**src/rtl/sumres_pkg.sv**
```systemverilog
// sumres_pkg: shared types and constants for the sumres sequencing stage
package sumres_pkg;
  typedef enum logic [2:0] {LOAD_A, LOAD_B, LOAD_C, WAIT, OUT} state_t;
  localparam int W_DEF = 4;
  localparam int COUT0 = 0;
  localparam int COUT1 = 1;
  localparam int CFOUT0 = 2;
  localparam int CFOUT1 = 3;
  localparam int CNT_W = 4;
endpackage

```
**src/rtl/sumres_seq.sv**
```systemverilog
// sumres_seq: loads A/B/C over a valid/ready stream, lets the adder settle, then
// presents the captured sum and carries downstream over a valid/ready handshake
module sumres_seq
  import sumres_pkg::*;
#(
  parameter int W = W_DEF,
  parameter int SETTLE = 1
) (
  input  logic         clk,
  input  logic         rst,
  input  logic         clr,
  input  logic         in_valid,
  output logic         in_ready,
  input  logic [W-1:0] in_data,
  input  logic         in_sub,
  output logic [W-1:0] a_o,
  output logic [W-1:0] b_o,
  output logic [W-1:0] c_o,
  output logic         sub_o,
  input  logic [W+1:0] s_i,
  input  logic [1:0]   cout_i,
  input  logic [1:0]   cfout_i,
  output logic         res_valid,
  input  logic         res_ready,
  output logic [W+1:0] res_data,
  output logic [3:0]   res_flags,
  output logic         res_sub,
  output logic [7:0]   res_cnt
);
  state_t state_q;
  logic [CNT_W-1:0] cnt_q;
  logic [W-1:0] a_q, b_q, c_q;
  logic sub_q, res_sub_q;
  logic [W+1:0] res_data_q;
  logic [3:0] res_flags_q;
  logic [7:0] res_cnt_q;
  logic take;
  assign in_ready = (state_q == LOAD_A) || (state_q == LOAD_B) || (state_q == LOAD_C);
  assign res_valid = state_q == OUT;
  assign take = in_valid && in_ready;
  assign a_o = a_q;
  assign b_o = b_q;
  assign c_o = c_q;
  assign sub_o = sub_q;
  assign res_data = res_data_q;
  assign res_flags = res_flags_q;
  assign res_sub = res_sub_q;
  assign res_cnt = res_cnt_q;
  always_ff @(posedge clk or posedge rst) begin
    if (rst) begin
      state_q <= LOAD_A;
      cnt_q <= '0;
      a_q <= '0;
      b_q <= '0;
      c_q <= '0;
      sub_q <= 1'b0;
      res_data_q <= '0;
      res_flags_q <= '0;
      res_sub_q <= 1'b0;
      res_cnt_q <= '0;
    end else if (clr) begin
      state_q <= LOAD_A;
      cnt_q <= '0;
    end else begin
      case (state_q)
        LOAD_A: if (take) begin
          a_q <= in_data;
          sub_q <= in_sub;
          state_q <= LOAD_B;
        end
        LOAD_B: if (take) begin
          b_q <= in_data;
          state_q <= LOAD_C;
        end
        LOAD_C: if (take) begin
          c_q <= in_data;
          cnt_q <= CNT_W'(SETTLE);
          state_q <= WAIT;
        end
        WAIT: begin
          cnt_q <= cnt_q - 1'b1;
          if (cnt_q == 1) begin
            res_data_q <= s_i;
            res_flags_q <= {cfout_i, cout_i};
            res_sub_q <= sub_q;
            state_q <= OUT;
          end
        end
        OUT: if (res_ready) begin
          res_cnt_q <= res_cnt_q + 1'b1;
          state_q <= LOAD_A;
        end
        default: state_q <= LOAD_A;
      endcase
    end
  end
endmodule

```
**config.mk**
```make
export PLATFORM = sky130hd
export DESIGN_NAME = sumres_seq
export DESIGN_NICKNAME = d
export VERILOG_FILES = /design/src/rtl/sumres_pkg.sv /design/src/rtl/sumres_seq.sv
export SDC_FILE = /design/constraint.sdc
export NUM_CORES = 1
export LEC_CHECK = 0
export BUFFER_PORTS_ARGS = -buffer_cell sky130_fd_sc_hd__buf_2
export CAP_MARGIN = 10
export CELL_PAD_IN_SITES_DETAIL_PLACEMENT = 1
export CELL_PAD_IN_SITES_GLOBAL_PLACEMENT = 2
export CORE_ASPECT_RATIO = 1.1
export CORE_MARGIN = 2
export CORE_UTILIZATION = 32
export DETAILED_ROUTE_END_ITERATION = 10
export PLACE_DENSITY = 0.81
export RECOVER_POWER = 25
export SLEW_MARGIN = 20
export SYNTH_ARGS = -nofsm -noshare
export SYNTH_HDL_FRONTEND = slang
export SYNTH_SLANG_ARGS = --single-unit
```
**constraint.sdc**
```tcl
create_clock -name clk -period 2.3 [get_ports clk]
set_input_delay 0.46 -clock clk [delete_from_list [all_inputs] [get_ports clk]]
set_output_delay 0.46 -clock clk [all_outputs]
set_load 0.02 [all_outputs]
```
Word-level counts from Yosys, hierarchy flattened

Cells that the tools add are included.

Output and inout port bits: 34
Bits in registers: 39

Add/sub/neg operators: 2
Reductions and logical operators: 12
Bitwise logic cells: 1
Equality and inequality tests: 10
Mux-type cells: 10

Operators by type and width:

| operator                                         | number |
|---|---|
| 2-to-1 mux 3 bit                                 | 6 |
| case mux 3 bit (5 select lines)                  | 1 |
| AND reduction 3 bit                              | 5 |
| != test 3 bit, second input constant             | 4 |
| adder 8 x 1 -> 8 bit, second input constant      | 1 |
| 2-to-1 mux 4 bit                                 | 2 |
| case mux 4 bit (2 select lines)                  | 1 |
| == test 3 x 2 -> 1 bit, second input constant    | 2 |
| AND reduction 5 bit                              | 1 |
| == test 4 x 1 -> 1 bit, second input constant    | 1 |
| subtractor 4 x 1 -> 4 bit, second input constant | 1 |
| == test 3 x 1 -> 1 bit, second input constant    | 1 |
| == test 3 bit, second input constant             | 1 |
| zero test 3 bit                                  | 1 |
| != test 3 x 2 -> 1 bit, second input constant    | 1 |
| nonzero test 3 bit                               | 1 |
| logical OR 1 bit                                 | 2 |
| AND reduction 2 bit                              | 1 |
| logical AND 1 bit                                | 1 |
| NOT 1 bit                                        | 1 |

Longest topological paths before layout

Gate-level depths: netlist of the first run.

Word-level depth: 7
Mapped depth: 6
Mapped depth without buffers: 5

Worst setup path after synthesis of the first run

OpenSTA, ideal clock, no wires.

Path type: flip-flop to flip-flop
Start: register cnt_q[1]
End: register res_data_q[0] (netlist: res_data[0])
Required time: 2172 ps
Setup slack: 523 ps
Path buffers: 1
Arrival time: 1649 ps
Stages on the path, launching flop included: 7
Cells stage by stage: dfrtp_1 -> inv_1 -> ha_1 -> or3b_1 -> or2_1 -> buf_2 -> mux2_1

Longest elaborated chain between the ends: 2

RTL lines:

| item                                 | RTL line         | text |
|---|---|---|
| from (decl)                          | sumres_seq.sv:31 | `logic [CNT_W-1:0] cnt_q;` |
| from (signal assigned)               | sumres_seq.sv:77 | `cnt_q <= CNT_W'(SETTLE);` |
| from (signal assigned)               | sumres_seq.sv:81 | `cnt_q <= cnt_q - 1'b1;` |
| == test 4 x 1 -> 1 bit               | sumres_seq.sv:82 | `if (cnt_q == 1) begin` |
| AND reduction 3 bit (no source line) | --               |  |
| to (signal assigned)                 | sumres_seq.sv:83 | `res_data_q <= s_i;` |
| to (decl)                            | sumres_seq.sv:34 | `logic [W+1:0] res_data_q;` |

Every way passes these cells.
A chain may end at the register's enable or synchronous reset.

Worst setup path after layout of the first run

Start: register state_q[1]
End: output res_valid

Longest elaborated chain between the ends: 1

RTL lines:

| item                   | RTL line         | text |
|---|---|---|
| from (decl)            | sumres_seq.sv:30 | `state_t state_q;` |
| from (signal assigned) | sumres_seq.sv:51 | `state_q <= LOAD_A;` |
| from (signal assigned) | sumres_seq.sv:62 | `state_q <= LOAD_A;` |
| from (signal assigned) | sumres_seq.sv:69 | `state_q <= LOAD_B;` |
| == test 3 bit          | sumres_seq.sv:39 | `assign res_valid = state_q == OUT;` |
| to (decl)              | sumres_seq.sv:23 | `output logic res_valid,` |

Every way passes these cells.

==> results.yml, run 1 <==
floorplanning:
  die_y_um: 80.4
  die_width_um: 73.4
  die-area_um2: 5900
  initial_core_util_pct: 33.5
  num_rows: 27
  core_region_area_um2: 5070
  boundaryPins: 54
clock_tree:
  cts_htree_levels: 2
  clock_insertion_delay_worst_skew_ns: 0.29
  ctsHoldBuffers: 0
  cts_sinks: 39
  cts_tree: "built"
  cts-root-to-sink-buffers: 2
  clk_transition_reported_paths_ns: 0.08
  cts-root-buf: "sky130_fd_sc_hd__clkbuf_8"
  post_cts_resize_count: 0
  cts_made_buffers: 5
  post_cts_buffers: 0
layout:
  seqCellArea_um2: 976
  fin_nets: 210
  final_core_util_pct: 42.0
  layout_common_cells: "sky130_fd_sc_hd__buf_2 (53), sky130_fd_sc_hd__dfrtp_1 (39), sky130_fd_sc_hd__mux2_1 (13)"
  final_common_cell: "sky130_fd_sc_hd__buf_2"
  multi_input_area_um2: 677
  final_layout_size_suffix_gt1_share_pct: 40.6
  insertedDiodeCount: 0
  area.growth.synth_to_final_pct: 25.4
  nFillCells: 586
detailed_routing:
  drc: 0
  dr.first_iter.drc_count: 29
  wire_per_inst_um: 16.4
  detail_route_antenna_nets: 0
  detail_route.first_pass.iterations: 3
  route.final.wire_length_um: 4020
  routed_via_density: 5.02
  route.vias.total: 1229
power_and_ir_drop:
  total_power_mw: 1.68
  worst_ir_drop_vdd_mv: 0.444
  cellPowerDensity_nw_per_um2: 788
  power.static_leakage_nw: 1.12
place:
  detailedPlacementHpwl_um: 3100
  place_congestion: 0.697
  io_buffers: 53
worst_setup_path:
  criticalPathCategory: "reg2out"
  critical-path-slowest-cell: "sky130_fd_sc_hd__or3b_1"
  path_buf_inv: 2
  critical_path.top_delay_family: "simple AND/OR/NAND/NOR gates"
  r2r_setup_slack_ns: 0.34
  worstSetupEndpointType: "output pin"
  worstPathCellList: "or3b_1 -> inv_1 -> buf_2"
  critical_path_peak_fanout: 10
  slowest_delay_ns: 0.55
  cp.arrival_ns: 1.58
  req_time_crit_path_ns: 1.84
  cp-start-kind: "flip-flop"
synth:
  post_synth_xor_area_fraction_pct: 4.13
  ys_ff_latch: 39
  post_synth_instance_area_um2: 1700
  area_share_of_and_or_nand_nor_cells_after_synthesis_pct: 12.2
  synthesis.yosys.warnings: 0
  synth-seq-area-share_pct: 57.5
  postSynthNetCount: 153
  synthDistinctLibCells: 33
  synthMuxAreaShare_pct: 16.8
  combinational_family_with_the_most_area_after_synthesis: "multiplexers"
  synth_fa_ha_area_share_pct: 2.21
  syn_inst: 130
  synth_compound_gate_area_share_pct: 4.50
  synth_area_per_cell_um2: 13.1
global_routing:
  number_of_global_route_vias_before_repair: 1374
  grt_antenna_before_repair: 0
  grt_first_pass_wirelength_um: 6710
  gr-total-overflow: 0
  grt_usage_pct: 15.2
  grt_start_max_net_pins: 40
sta:
  hold_ws_ns: 0.376
  setup_viol: 0
  rsz0062_at_grt: "no"
  finalHoldViolations: 0
  final.setup.tns_ns: 0
  transition_time_at_the_pin_with_the_least_slew_margin_ns: 0.960
  post-route-period-util_pct: 88.5
  fin_crit_period_ns: 2.04
  skew_ns: 0.00869
  slew_viol_final: 0
  fmax_mhz: 491
  worst_relative_slew_slack_pct: 36.0
job:
  drv.max_cap_violation_count: 0
worst_hold_path:
  min-delay-path-class: "in2reg"
outcome:
  status: "completed"
-- per-layer routing --
layer / up-vias / wire length [um] / global-route usage [%]
li1: 571 / - / -
met1: 618 / 1630 / 17.8
met2: 28 / 2120 / 24.8
met3: 12 / 138 / 3.89
met4: 0 / 137 / 9.45
met5: - / 0 / 0
-- stage by stage --
step,setup slack (ns),std cells,area [um^2]
2_1_floorplan,0.523,130,1700
3_3_place_gp,0.442,238,2020
3_5_place_dp,0.301,238,2020
4_1_cts,0.245,245,2130
5_1_grt,0.154,245,2130
6_report,0.264,245,2130
-- area by class of cell --
class                   count  share of cell area (%)
flip-flops and latches     39                    45.9
multi-input cells          81                    31.8
repair buffers             55                    13.1
well taps                  58                    3.41
clock buffers               5                    3.23
clock inverters             2                    1.76
inverters                   5                   0.882
-- Yosys cell counts --
cell type,n,share of area (%)
sky130_fd_sc_hd__a211o_1,1,0.52
sky130_fd_sc_hd__a21boi_0,1,0.44
sky130_fd_sc_hd__a21oi_1,2,0.59
sky130_fd_sc_hd__a221oi_1,1,0.52
sky130_fd_sc_hd__a311oi_1,1,0.52
sky130_fd_sc_hd__and2_1,1,0.37
sky130_fd_sc_hd__buf_2,5,1.5
sky130_fd_sc_hd__dfrtp_1,39,58
sky130_fd_sc_hd__ha_1,3,2.2
sky130_fd_sc_hd__inv_1,5,1.1
sky130_fd_sc_hd__mux2_1,13,8.6
sky130_fd_sc_hd__mux2_2,11,7.3
sky130_fd_sc_hd__mux2_4,1,0.88
sky130_fd_sc_hd__nand2_1,3,0.66
sky130_fd_sc_hd__nand2b_1,1,0.37
sky130_fd_sc_hd__nand3_1,2,0.59
sky130_fd_sc_hd__nand3b_1,2,0.88
sky130_fd_sc_hd__nand4_1,3,1.1
sky130_fd_sc_hd__nand4bb_1,1,0.66
sky130_fd_sc_hd__nor2_1,5,1.1
sky130_fd_sc_hd__nor2b_1,1,0.37
sky130_fd_sc_hd__nor3_1,6,1.8
sky130_fd_sc_hd__nor3b_1,3,1.3
sky130_fd_sc_hd__nor4_1,2,0.74
sky130_fd_sc_hd__o21ai_0,1,0.29
sky130_fd_sc_hd__o2bb2ai_1,2,1.0
sky130_fd_sc_hd__o32a_1,1,0.59
sky130_fd_sc_hd__or2_1,1,0.37
sky130_fd_sc_hd__or2_2,1,0.37
sky130_fd_sc_hd__or2_4,1,0.52
sky130_fd_sc_hd__or3b_1,2,1.0
sky130_fd_sc_hd__xnor2_1,2,1.0
sky130_fd_sc_hd__xor2_1,6,3.1
-- where the power goes --
part | leakage [nW] | switching [mW] | internal, mW
Combinational | 0.552 | 0.185 | 0.127
Sequential | 0.514 | 0.0493 | 0.763
Clock | 0.0502 | 0.237 | 0.317
Total | 1.12 | 0.471 | 1.21
-- registers in the layout (all words and copies together) (netlist names) --
name / cells
a_o: 4
cnt_q: 4
b_o: 4
res_sub: 1
res_flags: 4
sub_o: 1
res_cnt: 8
c_o: 4
state_q: 3
res_data: 6
-- cell families (layout without fill, tap and decap cells) --
logic type               after synthesis  after routing
AO/OA/AOI/OAI                         10             10
XOR/XNOR                               8              8
adder cells (fa/ha/maj)                3              3
buffers and inverters                 10             67
flip-flops                            39             39
multiplexers                          25             25
AND/OR/NAND/NOR                       35             35
-- final timing paths --
check / startpoint / end / cells after the start
max in group asynchronous: rst / res_cnt[5] / 3
setup reg to reg: cnt_q[1] / res_data[2] / 5
setup / recovery: state_q[1] / res_valid / 3
min in group asynchronous: rst / res_cnt[2] / 3
hold reg to reg: res_data[3] / res_data[3] / 1
hold / removal: s_i[5] / res_data[5] / 2
(Power assumes the default switching activity.)
==> run 2: changes to the inputs <==
--- a/config.mk
+++ b/config.mk
@@ -11,9 +11,10 @@
 export CELL_PAD_IN_SITES_GLOBAL_PLACEMENT = 2
 export CORE_ASPECT_RATIO = 1.1
 export CORE_MARGIN = 2
-export CORE_UTILIZATION = 32
+export CORE_UTILIZATION = 34
+export CTS_BUF_LIST = sky130_fd_sc_hd__clkbuf_4
 export DETAILED_ROUTE_END_ITERATION = 10
-export PLACE_DENSITY = 0.81
+export PLACE_DENSITY = 0.85
 export RECOVER_POWER = 25
 export SLEW_MARGIN = 20
 export SYNTH_ARGS = -nofsm -noshare
==> results.yml, run 2 (synthesis results as in run 1) <==
outcome:
  status: "completed"
clock_tree:
  clock_insertion_delay_worst_skew_ns: 0.35
  post_cts_resize_count: 0
  post_cts_buffers: 0
  cts-root-buf: "sky130_fd_sc_hd__clkbuf_4"
  cts_sinks: 39
  ctsHoldBuffers: 0
  cts-root-to-sink-buffers: 2
  cts_tree: "built"
  cts_made_buffers: 5
  clk_transition_reported_paths_ns: 0.11
  cts_htree_levels: 2
global_routing:
  grt_antenna_before_repair: 0
  grt_first_pass_wirelength_um: 6640
  number_of_global_route_vias_before_repair: 1353
  gr-total-overflow: 0
  grt_start_max_net_pins: 40
  grt_usage_pct: 15.2
sta:
  worst_relative_slew_slack_pct: 37.4
  slew_viol_final: 0
  setup_viol: 0
  rsz0062_at_grt: "no"
  final.setup.tns_ns: 0
  finalHoldViolations: 0
  fin_crit_period_ns: 2.07
  transition_time_at_the_pin_with_the_least_slew_margin_ns: 0.939
  fmax_mhz: 482
  skew_ns: 0.0120
  post-route-period-util_pct: 90.1
detailed_routing:
  route.vias.total: 1236
  route.final.wire_length_um: 3810
  drc: 0
  dr.first_iter.drc_count: 43
  detail_route.first_pass.iterations: 2
  routed_via_density: 5.07
  wire_per_inst_um: 15.6
  detail_route_antenna_nets: 0
layout:
  largest_register_ff_count: 8
  area.growth.synth_to_final_pct: 22.1
  final_layout_size_suffix_gt1_share_pct: 41.0
  final_common_cell: "sky130_fd_sc_hd__buf_2"
  insertedDiodeCount: 0
  finish.instance_area_um2: 2070
  layout_common_cells: "sky130_fd_sc_hd__buf_2 (53), sky130_fd_sc_hd__dfrtp_1 (39), sky130_fd_sc_hd__mux2_1 (13)"
  nFillCells: 523
  fin_nets: 210
floorplanning:
  die_y_um: 78.1
  die_width_um: 71.4
  die-area_um2: 5570
  initial_core_util_pct: 36.0
  core_region_area_um2: 4720
  num_rows: 26
  boundaryPins: 54
worst_hold_path:
  min-delay-path-class: "in2reg"
power_and_ir_drop:
  cellPowerDensity_nw_per_um2: 701
  power.static_leakage_nw: 1.10
  worst_ir_drop_vdd_mv: 0.439
worst_setup_path:
  cp-start-kind: "flip-flop"
  worstSetupEndpointType: "output pin"
  req_time_crit_path_ns: 1.84
  criticalPathCategory: "reg2out"
  critical_path_peak_fanout: 10
  cp.arrival_ns: 1.61
place:
  place_congestion: 0.814
  io_buffers: 53
  detailedPlacementHpwl_um: 2970
  post_dp_cell_area_um2: 2020
job:
  drv.max_cap_violation_count: 0
[run 2: cell types whose count changed in the layout (fill, tap and decap cells not counted)]
cell | before | now
sky130_fd_sc_hd__clkbuf_8 | 5 | 0
sky130_fd_sc_hd__bufinv_16 | 1 | 0
sky130_fd_sc_hd__clkinvlp_4 | 1 | 0
sky130_fd_sc_hd__clkinv_2 | 0 | 3
sky130_fd_sc_hd__clkbuf_4 | 0 | 5
[run 2: final cells by class]
class | instances | area (um^2) | area share [%]
sequential | 39 | 976 | 47.1
multi-input combinational | 81 | 677 | 32.7
timing repair buffer | 55 | 278 | 13.4
tap | 56 | 70.1 | 3.38
clock buffer | 5 | 37.5 | 1.81
inverter | 5 | 18.8 | 0.906
clock inverter | 3 | 15.0 | 0.725
[run 2: final timing paths]
check	startpoint	end	slack (ns)	cells after the start
max	state_q[1]	res_valid	0.23	3
min	s_i[1]	res_data[1]	0.32	2
max reg2reg	cnt_q[1]	res_data[3]	0.31	5
min reg2reg	res_cnt[7]	res_cnt[7]	0.49	1
max in group asynchronous	rst	state_q[1]	1.33	3
min in group asynchronous	rst	res_data[4]	0.37	3
[run 2: through the flow]
step / hold WS [ns] / instances / setup slack (ns) / utilization, % / total power [mW]
finish: 0.325 / 244 / 0.227 / 43.9 / 1.45
global route: 0.295 / 244 / 0.0758 / 43.9 / 1.55
global placement: 0.456 / 236 / 0.423 / 42.9 / 1.13
CTS: 0.201 / 244 / 0.194 / 44.0 / 1.49
detailed placement: 0.471 / 236 / 0.325 / 42.9 / 1.14
floorplan: 0.479 / 130 / 0.523 / - / 1.01
[run 2: power by group]
part / total (mW) / internal, mW / leakage, nW / switching, mW
registers: 0.811 / 0.762 / 0.514 / 0.0487
logic: 0.310 / 0.127 / 0.552 / 0.183
clock network: 0.332 / 0.114 / 0.0347 / 0.218
total: 1.45 / 1.00 / 1.10 / 0.450
[run 2: worst max-delay path, cell delays in order (launching register included)]
cell and delay, ns:
sky130_fd_sc_hd__dfrtp_1 0.48, sky130_fd_sc_hd__or3b_1 0.55, sky130_fd_sc_hd__inv_1 0.08, sky130_fd_sc_hd__buf_2 0.16
[run 2: per-layer routing]
| metal | track usage (%) | routed length, um |
|---|---|---|
| met1 | 16.6 | 1380 |
| met2 | 26.7 | 2120 |
| met3 | 5.39 | 225 |
| met4 | 6.23 | 85 |
| met5 | 0 | 0 |
